## src/rtl/fir_pkg.sv

```systemverilog
// fir_pkg: sample types and widths shared by the FIR stage and its output decimator.
package fir_pkg;
    localparam int SAMPLE_W   = 16;
    localparam int DROP_CNT_W = 16;
    typedef logic signed [SAMPLE_W-1:0] sample_t;
    function automatic logic [DROP_CNT_W-1:0] sat_inc(input logic [DROP_CNT_W-1:0] v);
        return &v ? v : v + 1'b1;
    endfunction
endpackage

```

## src/rtl/fir_output_decimator_if.sv

```systemverilog
// fir_output_decimator_if: AXI-stream sample channel (valid/ready/data).
interface fir_output_decimator_if;
    import fir_pkg::*;
    logic    tvalid;
    logic    tready;
    sample_t tdata;
    modport master(output tvalid, output tdata, input tready);
    modport slave(input tvalid, input tdata, output tready);
endinterface

```

## src/rtl/sync_fifo_fwft.sv

```systemverilog
// sync_fifo_fwft: register-array first-word-fall-through FIFO; occupancy counter resolves full/empty.
module sync_fifo_fwft #(
    parameter int WIDTH = 16,
    parameter int DEPTH = 8
) (
    input  logic                     clk,
    input  logic                     rst_n,
    input  logic                     push,
    input  logic [WIDTH-1:0]         wdata,
    input  logic                     pop,
    output logic [WIDTH-1:0]         rdata,
    output logic                     full,
    output logic                     empty,
    output logic [$clog2(DEPTH):0]   level
);
    localparam int AW = $clog2(DEPTH);
    logic [WIDTH-1:0] mem [DEPTH];
    logic [AW-1:0]    wr_ptr, rd_ptr;
    logic [AW:0]      cnt;
    assign full  = cnt == (AW+1)'(DEPTH);
    assign empty = cnt == '0;
    assign level = cnt;
    // head is masked to zero when empty so the output bus idles at 0
    assign rdata = empty ? '0 : mem[rd_ptr];
    always_ff @(posedge clk or negedge rst_n)
        if (!rst_n) begin
            wr_ptr <= '0;
            rd_ptr <= '0;
            cnt    <= '0;
        end else begin
            if (push) wr_ptr <= wr_ptr + 1'b1;
            if (pop) rd_ptr <= rd_ptr + 1'b1;
            cnt <= cnt + (AW+1)'(push) - (AW+1)'(pop);
        end
    always_ff @(posedge clk)
        if (push) mem[wr_ptr] <= wdata;
endmodule

```

## src/rtl/fir_output_decimator.sv

```systemverilog
// fir_output_decimator: keeps one FIR sample in DECIM and buffers it for a backpressured consumer.
// The FIR cannot stall, so a full FIFO drops kept samples and counts them instead.
module fir_output_decimator
    import fir_pkg::*;
#(
    parameter int DECIM = 4,
    parameter int DEPTH = 8
) (
    input  logic                      aclk,
    input  logic                      aresetn,
    fir_output_decimator_if.slave     s_axis_data,
    fir_output_decimator_if.master    m_axis_data,
    input  logic                      clear_overflow,
    output logic                      overflow,
    output logic [DROP_CNT_W-1:0]     drop_count,
    output logic [$clog2(DEPTH):0]    fill_level
);
    localparam int PW = DECIM > 1 ? $clog2(DECIM) : 1;
    logic [PW-1:0] phase;
    logic          rdy, xfer, kept, push, pop, drop, full, empty;
    sample_t       head;
    assign s_axis_data.tready = rdy;
    assign xfer = s_axis_data.tvalid && rdy;
    assign kept = xfer && phase == '0;
    assign pop  = m_axis_data.tvalid && m_axis_data.tready;
    // a pop in the same cycle frees the slot, so a full FIFO still accepts
    assign push = kept && (!full || pop);
    assign drop = kept && full && !pop;
    assign m_axis_data.tvalid = !empty;
    assign m_axis_data.tdata  = head;
    always_ff @(posedge aclk or negedge aresetn)
        if (!aresetn) begin
            rdy        <= 1'b0;
            phase      <= '0;
            overflow   <= 1'b0;
            drop_count <= '0;
        end else begin
            rdy <= 1'b1;
            if (xfer) phase <= phase == PW'(DECIM-1) ? '0 : phase + 1'b1;
            overflow   <= drop | (overflow & ~clear_overflow);
            drop_count <= clear_overflow ? '0 : drop ? sat_inc(drop_count) : drop_count;
        end
    sync_fifo_fwft #(.WIDTH(SAMPLE_W), .DEPTH(DEPTH)) u_fifo (
        .clk   (aclk),
        .rst_n (aresetn),
        .push  (push),
        .wdata (s_axis_data.tdata),
        .pop   (pop),
        .rdata (head),
        .full  (full),
        .empty (empty),
        .level (fill_level)
    );
endmodule

```

## src/flat_wrapper.sv

```systemverilog
// flat-port wrapper written by rule: the top's interface ports become plain ports
module fir_output_decimator_flat import fir_pkg::*;
#(
    parameter int DECIM = 4,
    parameter int DEPTH = 8
)
  (aclk, aresetn, clear_overflow, overflow, drop_count, fill_level, s_axis_data_tvalid, s_axis_data_tdata, s_axis_data_tready, m_axis_data_tvalid, m_axis_data_tdata, m_axis_data_tready);
  fir_output_decimator_if s_axis_data_i ();
  fir_output_decimator_if m_axis_data_i ();
  input  logic aclk;
  input  logic aresetn;
  input  logic clear_overflow;
  output logic overflow;
  output logic [DROP_CNT_W-1:0] drop_count;
  output logic [$clog2(DEPTH):0] fill_level;
  input wire logic [$bits(s_axis_data_i.tvalid)-1:0] s_axis_data_tvalid;
  input wire logic [$bits(s_axis_data_i.tdata)-1:0] s_axis_data_tdata;
  output wire logic [$bits(s_axis_data_i.tready)-1:0] s_axis_data_tready;
  output wire logic [$bits(m_axis_data_i.tvalid)-1:0] m_axis_data_tvalid;
  output wire logic [$bits(m_axis_data_i.tdata)-1:0] m_axis_data_tdata;
  input wire logic [$bits(m_axis_data_i.tready)-1:0] m_axis_data_tready;
  assign s_axis_data_i.tvalid = s_axis_data_tvalid;
  assign s_axis_data_i.tdata = s_axis_data_tdata;
  assign s_axis_data_tready = s_axis_data_i.tready;
  assign m_axis_data_tvalid = m_axis_data_i.tvalid;
  assign m_axis_data_tdata = m_axis_data_i.tdata;
  assign m_axis_data_i.tready = m_axis_data_tready;
  fir_output_decimator #(.DECIM(DECIM), .DEPTH(DEPTH)) u_core (.aclk(aclk), .aresetn(aresetn), .s_axis_data(s_axis_data_i), .m_axis_data(m_axis_data_i), .clear_overflow(clear_overflow), .overflow(overflow), .drop_count(drop_count), .fill_level(fill_level));
endmodule
```

## config.mk

```make
export PLATFORM = sky130hd
export DESIGN_NAME = fir_output_decimator_flat
export DESIGN_NICKNAME = d
export VERILOG_FILES = /design/src/rtl/fir_pkg.sv /design/src/rtl/fir_output_decimator_if.sv /design/src/rtl/sync_fifo_fwft.sv /design/src/rtl/fir_output_decimator.sv /design/src/flat_wrapper.sv
export SDC_FILE = /design/constraint.sdc
export NUM_CORES = 1
export LEC_CHECK = 0
export BUFFER_PORTS_ARGS = -buffer_cell sky130_fd_sc_hd__buf_4
export CAP_MARGIN = 30
export CORE_MARGIN = 10
export CORE_UTILIZATION = 45
export DETAILED_ROUTE_END_ITERATION = 10
export PLACE_DENSITY_LB_ADDON = 0.3
export SLEW_MARGIN = 40
export SYNTH_ARGS = -nofsm -noshare
export SYNTH_HDL_FRONTEND = slang
export SYNTH_SLANG_ARGS = --single-unit
```

## constraint.sdc

```tcl
create_clock -name aclk -period 3.7 [get_ports aclk]
set_input_delay 0.37 -clock aclk [delete_from_list [all_inputs] [get_ports aclk]]
set_output_delay 0.37 -clock aclk [all_outputs]
set_load 0.005 [all_outputs]
```

==> results of run 1 <==
-- synth_stat cells (3+ instances only) --
cell type / count / area, sq um
nand2b_1: 4 / 25.0
nand2_1: 11 / 41.3
a21oi_1: 10 / 50.1
buf_2: 6 / 30.0
nand4_1: 4 / 25.0
o31ai_1: 7 / 52.6
clkbuf_1: 9 / 33.8
nor2_1: 32 / 120
mux2_2: 8 / 90.1
edfxtp_1: 128 / 3840
nor2b_1: 6 / 37.5
ha_1: 10 / 125
or4_1: 6 / 45.0
mux4_2: 32 / 721
dfrtp_1: 30 / 751
nor4_1: 7 / 43.8
nor3_1: 3 / 15.0
nand3_1: 4 / 20.0
o21ai_0: 3 / 15.0
mux2i_1: 16 / 160
inv_1: 12 / 45.0
xnor2_1: 4 / 35.0
-- how the worst max path moves through the flow --
stage / from / to / slack [ns]
2_1_floorplan: u_core.u_fifo.level[2]$_DFF_PN0_ / u_core.u_fifo.mem[1][0]$_DFFE_PP_ / 0.82
3_3_place_gp: u_core.u_fifo.level[1]$_DFF_PN0_ / u_core.u_fifo.level[1]$_DFF_PN0_ / 1.38
3_5_place_dp: u_core.u_fifo.level[1]$_DFF_PN0_ / u_core.u_fifo.level[1]$_DFF_PN0_ / 1.28
4_1_cts: u_core.u_fifo.rd_ptr[0]$_DFFE_PN0N_ / m_axis_data_tdata[9] / 0.96
5_1_grt: u_core.u_fifo.rd_ptr[0]$_DFFE_PN0N_ / m_axis_data_tdata[9] / 0.82
6_report: u_core.u_fifo.rd_ptr[0]$_DFFE_PN0N_ / m_axis_data_tdata[9] / 1.02
-- flip-flops by register name, indices dropped and copies added (netlist names) --
signal and count:
u_core.drop_count 16, u_core.overflow 1, u_core.phase 2, u_core.s_axis_data.tready 1
u_core.u_fifo.level 4, u_core.u_fifo.mem 128, u_core.u_fifo.rd_ptr 3, u_core.u_fifo.wr_ptr 3
-- per-layer routing --
metal / vias up / wire length (um) / track usage, %
li1: 1639 / - / -
met1: 1763 / 5650 / 16.5
met2: 68 / 6290 / 21.6
met3: 18 / 505 / 3.80
met4: 0 / 216 / 5.11
met5: - / 0 / 0
-- area by class of cell --
class	count	area [sq um]	area share, %
sequential	158	4600	58.3
clock inverter	12	136	1.73
clock buffer	20	437	5.54
timing repair buffer	73	551	6.98
multi-input combinational	193	1890	24.0
inverter	12	45.0	0.571
tap	184	230	2.92
-- power breakdown --
part / total, mW / switching, mW / internal, mW
combinational: 1.42 / 0.628 / 0.797
sequential: 2.22 / 0.167 / 2.05
clock: 1.67 / 0.676 / 0.998
total: 5.32 / 1.47 / 3.84
-- stage by stage --
stage	utilization, %	hold slack, ns	total power, mW	area (sq um)	setup WS, ns
after global routing	54.7	0.173	5.61	7890	0.820
final	54.7	0.176	5.32	7890	1.02
after CTS	54.7	0.165	5.40	7890	0.957
after floorplan	-	0.0744	3.13	6600	0.823
after global placement	50.6	0.326	3.69	7300	1.38
after detailed placement	50.6	0.326	3.73	7300	1.28
-- logic make-up after synthesis --
| logic type | count (synthesis) |
|---|---|
| flops | 158 |
| compound gates | 25 |
| fa+ha+maj | 11 |
| other cells | 1 |
| xor+xnor | 6 |
| mux | 58 |
| buf+inv | 29 |
| simple gates | 92 |
==> run metrics, run 1 <==
outcome=finished clean; Hold Path Cell Cnt=1; row count=44; H-tree levels=4; Worst slew margin=47.2%; CTS Hold Bufs=1; EDFF count, synth=128; largest net degree at the start of global routing=31; WP depth=5; post-synthesis xor/xnor area fraction=0.797%; die footprint=19900 sq um; initial antenna violation count=0; clk slew on worst S/H paths=0.06 ns; initial drt markers=195; max-cap check violation count=0; Hold Path Origin=s_axis_data_tdata[5]; # fillers=1130; Vias=3488; Final Skew=0.00674 ns; Peak VDD IR=0.398 mV; commonest non-fill, non-tap cell in the layout=edfxtp_1; RR Endpoint=u_core.u_fifo.level[1]$_DFF_PN0_; CP Data Required Time=3.33 ns; post-route insts no fill=652; Max FO, Critical Path=15; Tmin final=2.68 ns; root buf cell=clkbuf_16; gpl congestion=0.754; Max Freq=0.373 GHz; Worst R2R Path Depth=10; final setup vio count=0; Skew-Pair Late Insertion Delay=0.42 ns; Worst EP arrival=2.31 ns; WL per Instance=19.4 um; post-synth cell types=44; Post-synth top flop=edfxtp_1; RR Startpoint=u_core.u_fifo.level[1]$_DFF_PN0_; Nets=487; CP cell instances=buf_4 -> mux4_2 -> mux2i_1 -> nor2_1 -> buf_4; CTS Buf Count=17; setup TNS=0 ns; grt ovf=0; starting density of the core=45.7%; Inst Count DP=619; drt drc=0; DP HPWL=8.01 mm; # port buffers=59; setup bufs post-CTS=0; Seq/Total Area, Yosys=69.6%; Detailed Routing Iterations Pass 1=4; routed wire length=12.7 mm; Hold WC Path Type=in2reg; FF-to-FF setup slack=1.31 ns; Top delay family on crit path=multiplexers; worst-path cell with the longest stage delay=dfrtp_2; CP Capture Type=output pin; post-synthesis compound-gate area fraction=2.39%; core area=14400 sq um; Bufs and invs on worst path=2; GRT Resource Usage Total=13.3%; CP dominant cell by count=buf_4; area grow syn2layout=19.6%; Post-Syn Area=6600 sq um; Fin. Hold Viols=0; Avg Cell Area, Syn=17.4 sq um; Die Y=141 um; Ys Warns=0; max incr delay on CP=0.59 ns; Die X=141 um; main combinational cell family by area after synthesis=multiplexers; ANT cells=0; Leak=2.91 nW; IO Pins=60; Antenna Nets Post-Route=0; RSZ-0062 raised after global routing=false; vias in the first global route=3672; Synth async-reset ratio=19.0%; CP Launch Type=flop; #FFs+latches synth=158; Simple-Gate Fraction of Synth Area=8.04%; Post-Syn Instances=380; most frequent cells in the layout=edfxtp_1, buf_4, nor2_1, mux4_2, dfrtp_1; Vias/cell=5.35; first-pass GRT wire length=20.4 mm; clock sink total=158; mux cell area share after synthesis=15.1%; WS Path Type=reg2out; clock buffer depth=2; pwr dens=674 nW/um^2; share of cells above drive strength 1=32.9%; adder-cell share of the synthesized area=2.20%; CTS tree=yes; Synth Net Count=412; Slew Viols, Final=0; period utilization=72.5%; CTS resizes=0; worst-margin pin slew=0.787 ns; hold path endpoint=u_core.u_fifo.mem[0][5]$_DFFE_PP_
Note: power is estimated with default switching activity, not from simulation.
==> run 2, diff against run 1 <==
==> constraint.sdc (replaced) <==
create_clock -name aclk -period 2.5 [get_ports aclk]
set_input_delay 0.25 -clock aclk [delete_from_list [all_inputs] [get_ports aclk]]
set_output_delay 0.25 -clock aclk [all_outputs]
set_load 0.005 [all_outputs]
==> run 2 against run 1 <==
- via count grew 3.3%
- die area is the same
- critical path depth is the same
- final cell count grew 1.7%
- global-route usage grew 0.15 points
- core utilization grew 0.75 points
- flip-flop and latch count is the same
- total power grew 49%
==> run metrics, run 2 (synthesized netlist as in run 1, its figures left out) <==
Tmin final=2.31 ns; starting density of the core=45.7% (unchanged); core area=14400 sq um (unchanged); Cell Area, Placed=7390 sq um (was 7300 sq um); GRT Resource Usage Total=13.5% (was 13.3%); Vias/cell=5.43 (was 5.35); Hold Path Cell Cnt=1 (unchanged); CP cell instances=buf_12 -> mux4_2 -> mux2i_1 -> nor2_1 -> buf_4 (was buf_4 -> mux4_2 -> mux2i_1 -> nor2_1 -> buf_4); gpl congestion=0.768 (was 0.754); H-tree levels=4 (unchanged); area grow syn2layout=21.2% (was 19.6%); pwr dens=994 nW/um^2 (was 674 nW/um^2); DP HPWL=8.28 mm (was 8.01 mm); RSZ-0062 raised after global routing=false (unchanged); CTS Buf Count=17 (unchanged); period utilization=92.3%; outcome=finished clean (unchanged); Biggest register=u_core.u_fifo.mem (unchanged); share of cells above drive strength 1=34.4% (was 32.9%); RR Startpoint=u_core.u_fifo.level[2]$_DFF_PN0_ (was u_core.u_fifo.level[1]$_DFF_PN0_); # fillers=1142 (was 1130); WS Path Type=reg2out (unchanged); Final Skew=0.00799 ns (was 0.00674 ns); first-pass GRT wire length=20.8 mm (was 20.4 mm); ANT cells=0 (unchanged); Top delay family on crit path=multiplexers (unchanged); Vias=3603 (was 3488); Worst R2R Path Depth=8 (was 10); Worst slew margin=64.2% (was 47.2%); clock buffer depth=2 (unchanged); Inst Count DP=629 (was 619); Max FO, Critical Path=34 (was 15); Max Freq=0.434 GHz; routed wire length=13.0 mm (was 12.7 mm); largest net degree at the start of global routing=35 (was 31); worst-margin pin slew=0.533 ns (was 0.787 ns); Peak VDD IR=0.560 mV (was 0.398 mV); vias in the first global route=3720 (was 3672); Bufs and invs on worst path=2 (unchanged); Sequential Power Share=39.7% (was 41.7%); CP Capture Type=output pin (unchanged); # port buffers=59 (unchanged); max incr delay on CP=0.55 ns (was 0.59 ns); clk slew on worst S/H paths=0.06 ns (about the same); Die X=141 um (unchanged); CP Launch Type=flop (unchanged); Leak=2.99 nW (was 2.91 nW); Hold WC Path Type=in2reg (unchanged); row count=44 (unchanged); Worst EP arrival=2.06 ns (was 2.31 ns); max-cap check violation count=0 (unchanged); Antenna Nets Post-Route=0 (unchanged); Detailed Routing Iterations Pass 1=4 (unchanged); Clock Power Share=31.8% (was 31.5%); initial antenna violation count=0 (unchanged); drt drc=0 (unchanged); hold path endpoint=u_core.u_fifo.mem[3][12]$_DFFE_PP_ (was u_core.u_fifo.mem[0][5]$_DFFE_PP_); Comb power frac=28.5% (was 26.8%); post-layout instance area=8000 sq um (was 7890 sq um); Die Y=141 um (unchanged); CTS resizes=0 (unchanged); setup TNS=0 ns (unchanged); clock sink total=158 (unchanged); grt ovf=0 (unchanged); final core occ=55.4% (was 54.7%); final setup vio count=0 (unchanged); DP Worst Slack=0.341 ns (was 1.28 ns); Nets=498 (was 487); WL per Instance=19.7 um (was 19.4 um); post-route insts no fill=663 (was 652); commonest non-fill, non-tap cell in the layout=edfxtp_1 (unchanged); most frequent cells in the layout=edfxtp_1, buf_4, nor2_1, mux4_2, dfrtp_1 (unchanged); initial drt markers=272 (was 195); setup ws final=0.193 ns (was 1.02 ns); CTS tree=yes (unchanged); Hold Path Origin=s_axis_data_tdata[12] (was s_axis_data_tdata[5]); die footprint=19900 sq um (unchanged); CP Data Required Time=2.25 ns (was 3.33 ns); FF-to-FF setup slack=0.31 ns (was 1.31 ns); setup bufs post-CTS=0 (unchanged); Sw Ratio=27.1% (was 27.7%); IO Pins=60 (unchanged); Int Power=5.79 mW (was 3.84 mW); root buf cell=clkbuf_16 (unchanged); Slew Viols, Final=0 (unchanged); Fin. Hold Viols=0 (unchanged); Switch Pwr=2.16 mW (was 1.47 mW); worst-path cell with the longest stage delay=mux4_2 (was dfrtp_2); number of flip-flops in the largest register=128 (unchanged); RR Endpoint=u_core.u_fifo.mem[5][1]$_DFFE_PP_ (was u_core.u_fifo.level[1]$_DFF_PN0_); Skew-Pair Late Insertion Delay=0.42 ns (about the same)
## run 2: changes by cell type in the layout (fill, tap and decap cells not counted)
cell | before | now
buf_4 | 72 | 82
clkbuf_8 | 0 | 3
clkinvlp_4 | 3 | 1
inv_6 | 3 | 1
buf_12 | 0 | 1
clkbuf_1 | 3 | 2
clkinv_1 | 0 | 1
clkinv_2 | 2 | 3
## run 2: worst max path at each step
stage	from	to	slack [ns]	cells past startpoint
after CTS	u_core.u_fifo.rd_ptr[0]$_DFFE_PN0N_	m_axis_data_tdata[2]	0.13	5
after detailed placement	u_core.u_fifo.level[2]$_DFF_PN0_	u_core.u_fifo.mem[4][14]$_DFFE_PP_	0.34	8
after global routing	u_core.u_fifo.rd_ptr[0]$_DFFE_PN0N_	m_axis_data_tdata[2]	0.09	5
after global placement	u_core.u_fifo.level[2]$_DFF_PN0_	u_core.u_fifo.mem[5][14]$_DFFE_PP_	0.37	8
after floorplan	u_core.u_fifo.level[2]$_DFF_PN0_	u_core.u_fifo.mem[7][0]$_DFFE_PP_	0.04	6
final	u_core.u_fifo.rd_ptr[0]$_DFFE_PN0N_	m_axis_data_tdata[2]	0.19	5
## run 2: worst register-to-register path, cell delays in order, from the launching register on
cell and delay (ns):
dfrtp_1 0.34, inv_1 0.07, ha_1 0.21, nand2b_1 0.17
a31oi_1 0.30, buf_4 0.20, nand2_1 0.12, nor2_1 0.17
buf_4 0.28
## run 2: per-layer routing
layer / vias to the layer above / part of all wire, % / track usage (%)
li1: 1663 / - / -
met1: 1827 / 44 / 17.3
met2: 98 / 49 / 21.2
met3: 15 / 5.9 / 3.76
met4: 0 / 1.4 / 5.22
met5: - / 0 / 0
## run 2: through the flow
stage	total power, mW	hold slack, ns
6_report	7.95	0.0579
5_1_grt	8.36	0.0488
4_1_cts	8.07	0.0381
3_5_place_dp	5.54	0.216
3_3_place_gp	5.48	0.209
2_1_floorplan	4.63	-0.0456
## run 2: layout make-up
type / instances / area, sq um / share of cell area [%]
clock inverters: 10 / 113 / 1.41
multi-input cells: 193 / 1890 / 23.7
flip-flops and latches: 158 / 4600 / 57.5
clock buffers: 22 / 474 / 5.93
well taps: 184 / 230 / 2.88
inverters: 12 / 45.0 / 0.563
repair buffers: 84 / 646 / 8.07
## run 2: repair_timing
| action | CTS | global route |
|---|---|---|
| setup endpoints to repair | 0 | 0 |
| hold buffers | 1 | 0 |
| endpoints found under the hold margin | 30 | 0 |
## run 2: power by group through the flow
stage	Sequential, mW	Clock [mW]	Combinational, mW
floorplan	3.18	0	1.45
global placement	3.20	0	2.29
detailed placement	3.21	0	2.33
CTS	3.16	2.57	2.34
global route	3.18	2.67	2.52
finish	3.16	2.52	2.27
==> run 3, diff against run 2 <==
--- a/config.mk
+++ b/config.mk
@@ -6,11 +6,10 @@
 export NUM_CORES = 1
 export LEC_CHECK = 0
 export BUFFER_PORTS_ARGS = -buffer_cell sky130_fd_sc_hd__buf_4
-export CAP_MARGIN = 30
+export CAP_MARGIN = 20
 export CORE_MARGIN = 10
 export CORE_UTILIZATION = 45
 export DETAILED_ROUTE_END_ITERATION = 10
-export PLACE_DENSITY_LB_ADDON = 0.3
 export SLEW_MARGIN = 40
 export SYNTH_ARGS = -nofsm -noshare
 export SYNTH_HDL_FRONTEND = slang
==> run 3 against run 2 <==
- clock-buffer cell count fell by 4
- cell area rose by 1.0%
- clock power rose by 11%
- final cell count fell by 1.2%
- first-iteration DRC count fell by 7.0%
- routed wire length fell by 1.9%
- hold slack got worse by 0.00099 ns
- highest routed layer unchanged
==> run metrics, run 3 (synthesized netlist as in run 1, its figures left out) <==
outcome=finished clean (unchanged); RR Endpoint=u_core.drop_count[9]$_DFFE_PN0P_ (was u_core.u_fifo.mem[5][1]$_DFFE_PP_); Tmin final=2.29 ns (was 2.31 ns); area grow syn2layout=22.4% (was 21.2%); initial antenna violation count=0 (unchanged); Vias/cell=5.43 (about the same); Comb power frac=27.4% (was 28.5%); Int Power=6.04 mW (was 5.79 mW); row count=44 (unchanged); worst-margin pin slew=0.802 ns (was 0.533 ns); largest net degree at the start of global routing=35 (unchanged); FF-to-FF setup slack=0.35 ns (was 0.31 ns); WS Path Type=reg2out (unchanged); Biggest register=u_core.u_fifo.mem (unchanged); Max Freq=0.436 GHz (was 0.434 GHz); worst-path cell with the longest stage delay=mux4_2 (unchanged); Die X=141 um (unchanged); Die Y=141 um (unchanged); RSZ-0062 raised after global routing=false (unchanged); Peak VDD IR=0.495 mV (was 0.560 mV); worst hold slack=0.0569 ns (was 0.0579 ns); core area=14400 sq um (unchanged); initial drt markers=253 (was 272); Vias=3559 (was 3603); Crit. Startpoint=u_core.u_fifo.rd_ptr[0]$_DFFE_PN0N_ (unchanged); setup bufs post-CTS=0 (unchanged); final setup vio count=0 (unchanged); crit path capture=m_axis_data_tdata[1] (was m_axis_data_tdata[2]); GRT Resource Usage Total=13.3% (was 13.5%); Antenna Nets Post-Route=0 (unchanged); drt drc=0 (unchanged); # port buffers=59 (unchanged); die footprint=19900 sq um (unchanged); CP Launch Type=flop (unchanged); Worst slew margin=46.1% (was 64.2%); commonest non-fill, non-tap cell in the layout=edfxtp_1 (unchanged); Top delay family on crit path=multiplexers (unchanged); Final Skew=0.00640 ns (was 0.00799 ns); RR Startpoint=u_core.drop_count[0]$_DFFE_PN0P_ (was u_core.u_fifo.level[2]$_DFF_PN0_); H-tree levels=4 (unchanged); setup TNS=0 ns (unchanged); routed wire length=12.8 mm (was 13.0 mm); IO Pins=60 (unchanged); CTS Buf Count=17 (unchanged); starting density of the core=45.7% (unchanged); root buf cell=clkbuf_16 (unchanged); M1 wire length=5.71 mm (was 5.74 mm); clk slew on worst S/H paths=0.06 ns (about the same); clock sink total=158 (unchanged); CTS tree=yes (unchanged); share of cells above drive strength 1=33.1% (was 34.4%); highest metal used=met4 (unchanged); first-pass GRT wire length=20.2 mm (was 20.8 mm); Hold WC Path Type=in2reg (unchanged); DP HPWL=7.89 mm (was 8.28 mm); ANT cells=0 (unchanged); CP cell instances=buf_12 -> mux4_2 -> mux2i_1 -> nor2_1 -> buf_4 (unchanged); Skew-Pair Late Insertion Delay=0.42 ns (about the same); max incr delay on CP=0.54 ns (was 0.55 ns); Hold Path Cell Cnt=1 (unchanged); Sw Ratio=26.4% (was 27.1%); Bufs and invs on worst path=2 (unchanged); Nets=490 (was 498); Sequential Power Share=38.6% (was 39.7%); WL per Instance=19.5 um (was 19.7 um); # fillers=1139 (was 1142); DR WL met3=578 um (was 766 um); WP depth=5 (unchanged); Detailed Routing Iterations Pass 1=4 (unchanged); grt ovf=0 (unchanged); CP Capture Type=output pin (unchanged); Switch Pwr=2.17 mW (was 2.16 mW); Slew Viols, Final=0 (unchanged); pwr dens=1020 nW/um^2 (was 994 nW/um^2); Clock Power Share=34.0% (was 31.8%); Max FO, Critical Path=34 (unchanged); Worst EP arrival=2.04 ns (was 2.06 ns); period utilization=91.8% (was 92.3%); clock buffer depth=2 (unchanged); vias in the first global route=3715 (was 3720); most frequent cells in the layout=edfxtp_1, buf_4, nor2_1, mux4_2, dfrtp_1 (unchanged); max-cap check violation count=0 (unchanged); number of flip-flops in the largest register=128 (unchanged); gpl congestion=0.783 (was 0.768); Worst R2R Path Depth=5 (was 8); met2 WL post-DR=6.34 mm (was 6.36 mm); Leak=2.99 nW (about the same); CP Data Required Time=2.25 ns (about the same); Fin. Hold Viols=0 (unchanged)
## run 3: cell types whose count changed in the layout (fill, tap and decap cells not counted)
| cell | change |
|---|---|
| clkinvlp_4 | -1 |
| buf_12 | +7 |
| inv_6 | +2 |
| buf_4 | -15 |
| clkbuf_1 | -1 |
| bufinv_16 | +3 |
| clkinv_1 | +2 |
| clkinv_2 | -2 |
| clkbuf_8 | -3 |
## run 3: layout make-up
class                   instances  area (sq um)  share of cell area (%)
clock buffers                  18           429                    5.31
clock inverters                14           210                    2.60
inverters                      12          45.0                   0.558
multi-input cells             193          1890                    23.4
flip-flops and latches        158          4600                    56.9
well taps                     184           230                    2.85
repair buffers                 76           673                    8.33
## run 3: power by group through the flow
stage	clock network [mW]	registers [mW]	logic [mW]
2_1_floorplan	0	3.18	1.45
3_3_place_gp	0	3.22	2.29
3_5_place_dp	0	3.23	2.31
4_1_cts	2.84	3.18	2.33
5_1_grt	2.94	3.20	2.50
6_report	2.79	3.17	2.25
## run 3: metrics by stage
stage	util [%]	setup WS (ns)	power, mW	area, sq um	std cells
3_3_place_gp	51.5	0.408	5.51	7430	622
6_report	56.0	0.206	8.21	8080	655
5_1_grt	56.0	0.0978	8.64	8080	655
2_1_floorplan	-	0.0446	4.63	6610	380
4_1_cts	56.0	0.166	8.35	8080	655
3_5_place_dp	51.5	0.367	5.54	7430	622
## run 3: worst reg2reg max path, stage by stage, from the launching register on
cell and delay, ns:
dfrtp_1 0.40, ha_1 0.26, nand4_2 0.17, nor4_4 0.77
nor4_1 0.15, mux2_2 0.30
## run 3: worst min-delay path by stage
stage / end / start / slack (ns)
after floorplan: u_core.drop_count[0]$_DFFE_PN0P_ / aresetn / -0.05
after global placement: u_core.drop_count[15]$_DFFE_PN0P_ / aresetn / 0.20
after detailed placement: u_core.drop_count[15]$_DFFE_PN0P_ / aresetn / 0.21
after CTS: u_core.u_fifo.mem[2][5]$_DFFE_PP_ / s_axis_data_tdata[5] / 0.05
after global routing: u_core.u_fifo.mem[6][5]$_DFFE_PP_ / s_axis_data_tdata[5] / 0.05
final: u_core.u_fifo.mem[6][5]$_DFFE_PP_ / s_axis_data_tdata[5] / 0.06
## run 3: repair_timing
item                                    in CTS  in global routing
endpoints found under the setup margin       0                  0
hold buffers                                 1                  0
endpoints found under the hold margin       30                  0
resized for setup                            0                  0
## run 3: metal layers
metal / up-vias / global-route usage, %
met3: 16 / 4.27
met2: 63 / 21.1
met1: 1823 / 16.6
met5: - / 0
met4: 0 / 5.22
li1: 1657 / -
